==> src/rtl/song_sequencer.sv <==
// Runtime-loadable multi-song note memory with a beat-driven playback sequencer.
// Optional build macro SONG_SEQ_LOOP_EN: songs loop back to index 0 instead of ending.
module song_sequencer #(
    parameter int unsigned NOTE_W      = 6,
    parameter int unsigned DUR_W       = 6,
    parameter int unsigned SONG_ADDR_W = 5,
    parameter int unsigned SEL_W       = 2
) (
    input  logic                          clk,
    input  logic                          reset_n,
    input  logic                          play,
    input  logic                          restart,
    input  logic [SEL_W-1:0]              song_sel,
    input  logic                          beat,
    input  logic                          wr_en,
    input  logic [SEL_W+SONG_ADDR_W-1:0]  wr_addr,
    input  logic [NOTE_W+DUR_W-1:0]       wr_data,
    output logic [NOTE_W-1:0]             note,
    output logic                          note_start,
    output logic                          busy,
    output logic                          done,
    output logic [SONG_ADDR_W-1:0]        cur_index
);

    localparam int unsigned ADDR_W = SEL_W + SONG_ADDR_W;
    localparam int unsigned ENT_W  = NOTE_W + DUR_W;
    localparam int unsigned DEPTH  = 1 << ADDR_W;

`ifdef SONG_SEQ_LOOP_EN
    localparam bit LOOP_EN = 1'b1;
`else
    localparam bit LOOP_EN = 1'b0;
`endif

    typedef enum logic [2:0] {
        S_IDLE,
        S_FETCH,
        S_LOAD,
        S_PLAY,
        S_DONE
    } state_e;

    state_e                 state_q, state_d;
    logic [SEL_W-1:0]       song_q, song_d;
    logic [SONG_ADDR_W-1:0] idx_q, idx_d;
    logic [DUR_W-1:0]       rem_q, rem_d;
    logic [NOTE_W-1:0]      cur_note_q, cur_note_d;
    logic [NOTE_W-1:0]      note_q, note_d;
    logic                   note_start_q, note_start_d;
    logic                   busy_q, busy_d;
    logic                   done_q, done_d;
    logic [SONG_ADDR_W-1:0] cur_index_q, cur_index_d;
    logic                   play_q;

    logic [ENT_W-1:0]       mem [DEPTH];
    logic [ENT_W-1:0]       rd_data_q;
    logic [ADDR_W-1:0]      rd_addr_c;
    logic [NOTE_W-1:0]      ld_note_c;
    logic [DUR_W-1:0]       ld_dur_c;
    logic                   last_idx_c;
    logic                   play_rise_c;
    logic                   eos_c;

    assign rd_addr_c   = {song_q, idx_q};
    assign ld_note_c   = rd_data_q[ENT_W-1:DUR_W];
    assign ld_dur_c    = rd_data_q[DUR_W-1:0];
    assign last_idx_c  = (idx_q == {SONG_ADDR_W{1'b1}});
    assign play_rise_c = play & ~play_q;

    // Note memory: unreset contents, read-before-write on address collision.
    always_ff @(posedge clk) begin
        if (wr_en) begin
            mem[wr_addr] <= wr_data;
        end
        rd_data_q <= mem[rd_addr_c];
    end

    // Next-state and registered-output logic.
    always_comb begin
        state_d      = state_q;
        song_d       = song_q;
        idx_d        = idx_q;
        rem_d        = rem_q;
        cur_note_d   = cur_note_q;
        note_d       = note_q;
        note_start_d = 1'b0;
        done_d       = 1'b0;
        cur_index_d  = cur_index_q;
        eos_c        = 1'b0;

        case (state_q)
            S_IDLE: begin
                note_d = '0;
                if (play_rise_c) begin
                    song_d  = song_sel;
                    idx_d   = '0;
                    state_d = S_FETCH;
                end
            end
            S_FETCH: begin
                state_d = S_LOAD;
            end
            S_LOAD: begin
                if (ld_dur_c != '0) begin
                    note_d       = ld_note_c;
                    cur_note_d   = ld_note_c;
                    rem_d        = ld_dur_c;
                    cur_index_d  = idx_q;
                    note_start_d = 1'b1;
                    state_d      = S_PLAY;
                end else begin
                    eos_c = 1'b1;
                end
            end
            S_PLAY: begin
                if (play) begin
                    // note keeps the current value through the FETCH/LOAD gap
                    note_d = cur_note_q;
                    if (beat) begin
                        if (rem_q > DUR_W'(1)) begin
                            rem_d = rem_q - DUR_W'(1);
                        end else if (last_idx_c) begin
                            eos_c = 1'b1;
                        end else begin
                            idx_d   = idx_q + SONG_ADDR_W'(1);
                            state_d = S_FETCH;
                        end
                    end
                end else begin
                    note_d = '0;
                end
            end
            S_DONE: begin
                done_d  = 1'b1;
                note_d  = '0;
                state_d = S_IDLE;
            end
            default: begin
                state_d = S_IDLE;
            end
        endcase

        // An empty song always ends, otherwise looping would never terminate.
        if (eos_c) begin
            if (LOOP_EN && (idx_q != '0)) begin
                idx_d   = '0;
                state_d = S_FETCH;
            end else begin
                state_d = S_DONE;
            end
        end

        if (restart) begin
            song_d       = song_sel;
            idx_d        = '0;
            rem_d        = rem_q;
            cur_note_d   = cur_note_q;
            cur_index_d  = cur_index_q;
            note_d       = note_q;
            note_start_d = 1'b0;
            done_d       = 1'b0;
            state_d      = S_FETCH;
        end

        busy_d = (state_d != S_IDLE);
    end

    always_ff @(posedge clk or negedge reset_n) begin
        if (!reset_n) begin
            state_q      <= S_IDLE;
            song_q       <= '0;
            idx_q        <= '0;
            rem_q        <= '0;
            cur_note_q   <= '0;
            note_q       <= '0;
            note_start_q <= 1'b0;
            busy_q       <= 1'b0;
            done_q       <= 1'b0;
            cur_index_q  <= '0;
            play_q       <= 1'b0;
        end else begin
            state_q      <= state_d;
            song_q       <= song_d;
            idx_q        <= idx_d;
            rem_q        <= rem_d;
            cur_note_q   <= cur_note_d;
            note_q       <= note_d;
            note_start_q <= note_start_d;
            busy_q       <= busy_d;
            done_q       <= done_d;
            cur_index_q  <= cur_index_d;
            play_q       <= play;
        end
    end

    assign note       = note_q;
    assign note_start = note_start_q;
    assign busy       = busy_q;
    assign done       = done_q;
    assign cur_index  = cur_index_q;

endmodule

==> config.mk <==
export PLATFORM = sky130hd
export DESIGN_NAME = song_sequencer
export DESIGN_NICKNAME = d
export VERILOG_FILES = /design/src/rtl/song_sequencer.sv
export SDC_FILE = /design/constraint.sdc
export NUM_CORES = 2
export LEC_CHECK = 0
export CORE_ASPECT_RATIO = 0.75
export CORE_UTILIZATION = 57
export CTS_BUF_LIST = sky130_fd_sc_hd__clkbuf_4 sky130_fd_sc_hd__clkbuf_8
export DETAILED_ROUTE_END_ITERATION = 7
export GPL_TIMING_DRIVEN = 0
export PLACE_DENSITY_LB_ADDON = 0.25
export SETUP_SLACK_MARGIN = 0.4
export SLEW_MARGIN = 10
export SYNTH_ARGS = -nofsm -noshare
export SYNTH_HDL_FRONTEND = slang
export SYNTH_SLANG_ARGS = --single-unit
==> constraint.sdc <==
create_clock -name clk -period 3.5 [get_ports clk]
set_input_delay 0.7 -clock clk [delete_from_list [all_inputs] [get_ports clk]]
set_output_delay 0.7 -clock clk [all_outputs]
set_load 0.01 [all_outputs]
==> metrics.csv <==
stage,metric,value,unit
synth,Synth async-reset ratio,2.33,%
setup_path,Slowest Stage Delay on Critical Path,0.55,ns
setup_path,Startpoint Class,flop,
synth,"flops & latches, synth",1585,
placement,I/O Buffers,36,
setup_path,WP buf/inv,4,
grt,GRT Resource Usage Total,30.3,%
placement,DP Area,64100,µm²
drt,Vias per Instance,6.70,
grt,GRT Residual Overflow,0,
synth,Syn Inst Count,2983,
pwr,Max VDD drop,0.393,mV
synth,Synthesis Warnings,0,
synth,"Net Count, Synth",3014,
flow_run,max-cap viol count,0,
clock_tree,clk slew on worst S/H paths,0.07,ns
timing,unrepaired setup endpoints after global routing,yes,
synth,top post-synthesis cells by area,"edfxtp_1, mux4_2, mux2i_1, dfrtp_1, o221ai_1",
timing,Final Max Slew Viols,0,
drt,Post-route DRC,0,
final_layout,"Design Area, Final",68700,µm²
synth,"Seq/Total Area, Yosys",76.9,%
drt,final wirelength,164000,µm
timing,Max Clk Rate,311,MHz
final_layout,nets,3298,
final_layout,"most common cell after layout, fill and taps aside",edfxtp_1,
clock_tree,Max clock buf depth,3,
clock_tree,CTS tree,yes,
pwr,P_leak,21.0,nW
final_layout,most frequent cells in the layout,"edfxtp_1, mux4_2, mux2i_1",
setup_path,slowest CP cell,mux2i_2,
grt,global-route wire length before repair,230000,µm
placement,GP Congestion,0.987,
timing,final setup vio count,0,
clock_tree,H-tree depth,4,
final_layout,Layout area overhead,11.7,%
synth,Mapped Avg Cell Area,20.6,µm²
final_layout,layout cells sized above 1,26.7,%
timing,Tmin final,3.21,ns
final_layout,filler instances,6898,
drt,TritonRoute pass-1 iters,5,
timing,Final Hold Violating Endpoints,0,
die,IO Count,41,
pwr,Power Density,544,nW/µm²
setup_path,CP Class,flop to flop,
synth,cell taking the most area after synthesis,edfxtp_1,
setup_path,CP max FO,10,
drt,vias,32601,
die,num rows,103,
synth,share of Yosys cell area claimed by the top area cell type,75.0,%
synth,Yosys cell types,62,
die,Die W,381,µm
clock_tree,Skew-Pair Late Insertion Delay,0.94,ns
setup_path,Critical Path End Type,flop,
die,DIE AREA,109000,µm²
clock_tree,TritonCTS buffer count,223,
synth,"Cell Area, Synth",61500,µm²
drt,wire length per cell,33.7,µm
synth,Most used DFF post-synth,edfxtp_1,
synth,Post-synth EDFFs,1536,
final_layout,fin util,64.8,%
clock_tree,clk sink count,1585,
grt,largest net degree at the start of global routing,97,
timing,Worst Max-Slew Pin Slew,1.31,ns
outcome,outcome,completed,
drt,"antenna viol nets, final",0,
grt,vias in the first global route,31554,
placement,hpwl dp,109000,µm
drt,DR iter-0 viols,4910,
die,Core Box Area,106000,µm²
die,Initial Util,58.0,%
timing,Slew headroom,12.5,%
timing,Worst Skew,0.0469,ns
clock_tree,post-CTS setup buffer count,0,
worst_hold_path,Hold Crit Class,primary input to flop,
setup_path,CP required,4.23,ns
grt,antenna violations before repair,2,
setup_path,cell chain of the critical path,buf_4 -> buf_2 -> buf_4 -> buf_2 -> mux2i_2 -> a22oi_1 -> nand3_1 -> nand4_1,
setup_path,Crit path arrival time,3.94,ns
clock_tree,Root Driver,clkbuf_8,
die,Die Y,287,µm
setup_path,Top delay family on crit path,buffers and inverters,
timing,fin crit share,91.8,%
pwr,Tot Pwr,37.4,mW
[Yosys cell counts, types with 5 or more instances]
master and number:
edfxtp_1 1536, mux4_2 288, mux2i_1 286, nor2_1 151
a21oi_1 105, o221ai_1 91, nand3_1 60, o21ai_0 55
clkbuf_1 54, a22oi_1 46, buf_2 40, dfrtp_1 37
buf_4 35, buf_6 25, nand2_1 23, buf_1 16
nand4_1 14, dfxtp_1 12, mux2_2 12, nor3_1 12
nor2b_1 10, a32oi_1 6, inv_1 6, or3_1 5
[registers in the layout, indices dropped and copies added (netlist names)]
register	count
busy	1
cur_index	5
cur_note_q	6
done	1
idx_q	5
mem	1536
note	6
note_start	1
play_q	1
rd_data_q	12
rem_q	6
song_q	2
state_q	3
[kinds of logic (layout without fill, tap and decap cells)]
logic type | Yosys count | count (layout) | share of synthesized area, %
other | 0 | 2 | 0
and+or+nand+nor | 298 | 298 | 2.25
DFF | 1585 | 1585 | 76.9
buffers and inverters | 178 | 645 | 1.70
AOI/OAI and AO/OA | 331 | 331 | 3.67
adders and majority gates | 4 | 4 | 0.0814
muxes | 586 | 586 | 15.4
xor gates and xnor gates | 1 | 1 | 0.0142
[power breakdown]
part           leakage (nW)  internal, mW  switching [mW]
sequential             14.4          21.0           0.108
clock                  2.27          7.16            6.92
combinational          4.35         0.862            1.38
[routing by layer]
| metal | vias up | part of all wire, % | global-route usage, % |
|---|---|---|---|
| li1 | 13066 | - | - |
| met1 | 17090 | 41 | 47.5 |
| met2 | 2207 | 43 | 41.7 |
| met3 | 236 | 13 | 8.21 |
| met4 | 2 | 2.5 | 9.71 |
| met5 | - | 0.0067 | 0 |
[repair_timing]
action | 4_1_cts | 5_1_grt
hold endpoints to repair | 37 | 0
resized for setup | 34 | 38
hold buffers | 1 | 0
pin swaps | 0 | 1
setup endpoints to repair | 16 | 14
[cell type report]
class                      count  area (µm²)  area share (%)
antenna                        2        5.00         0.00728
buffer                       171        1060            1.55
clock buffer                 316        3780            5.50
clock inverter                92         505           0.735
inverter                       7        26.3          0.0382
multi-input combinational   1220       13500            19.7
sequential                  1585       47300            68.8
tap                         1417        1770            2.58
timing repair buffer          59         771            1.12
[path summary, 6_finish.rpt]
| kind | endpoint | start | slack [ns] | cells past startpoint |
|---|---|---|---|---|
| worst max register to register | rd_data_q[11] | idx_q[1] | 0.29 | 8 |
| worst min register to register | cur_note_q[5] | rd_data_q[11] | 0.51 | 1 |
| worst max-delay path | rd_data_q[11] | idx_q[1] | 0.29 | 8 |
| max in group asynchronous | rem_q[2] | reset_n | 2.53 | 2 |
| min in group asynchronous | done | reset_n | 0.43 | 2 |
| worst min-delay path | mem[111][1] | wr_data[1] | 0.21 | 1 |
[stage by stage]
step	setup TNS [ns]	hold WS (ns)	worst slack [ns]	cells
floorplan	0	0.404	0.967	2983
global placement	-3183.65	0.487	-2.27	4436
detailed placement	-182.07	0.493	-0.359	4457
CTS	0	0.143	0.375	4866
global route	0	0.188	0.300	4868
finish	0	0.206	0.288	4869
No activity file was read; power rests on OpenSTA's default activity.
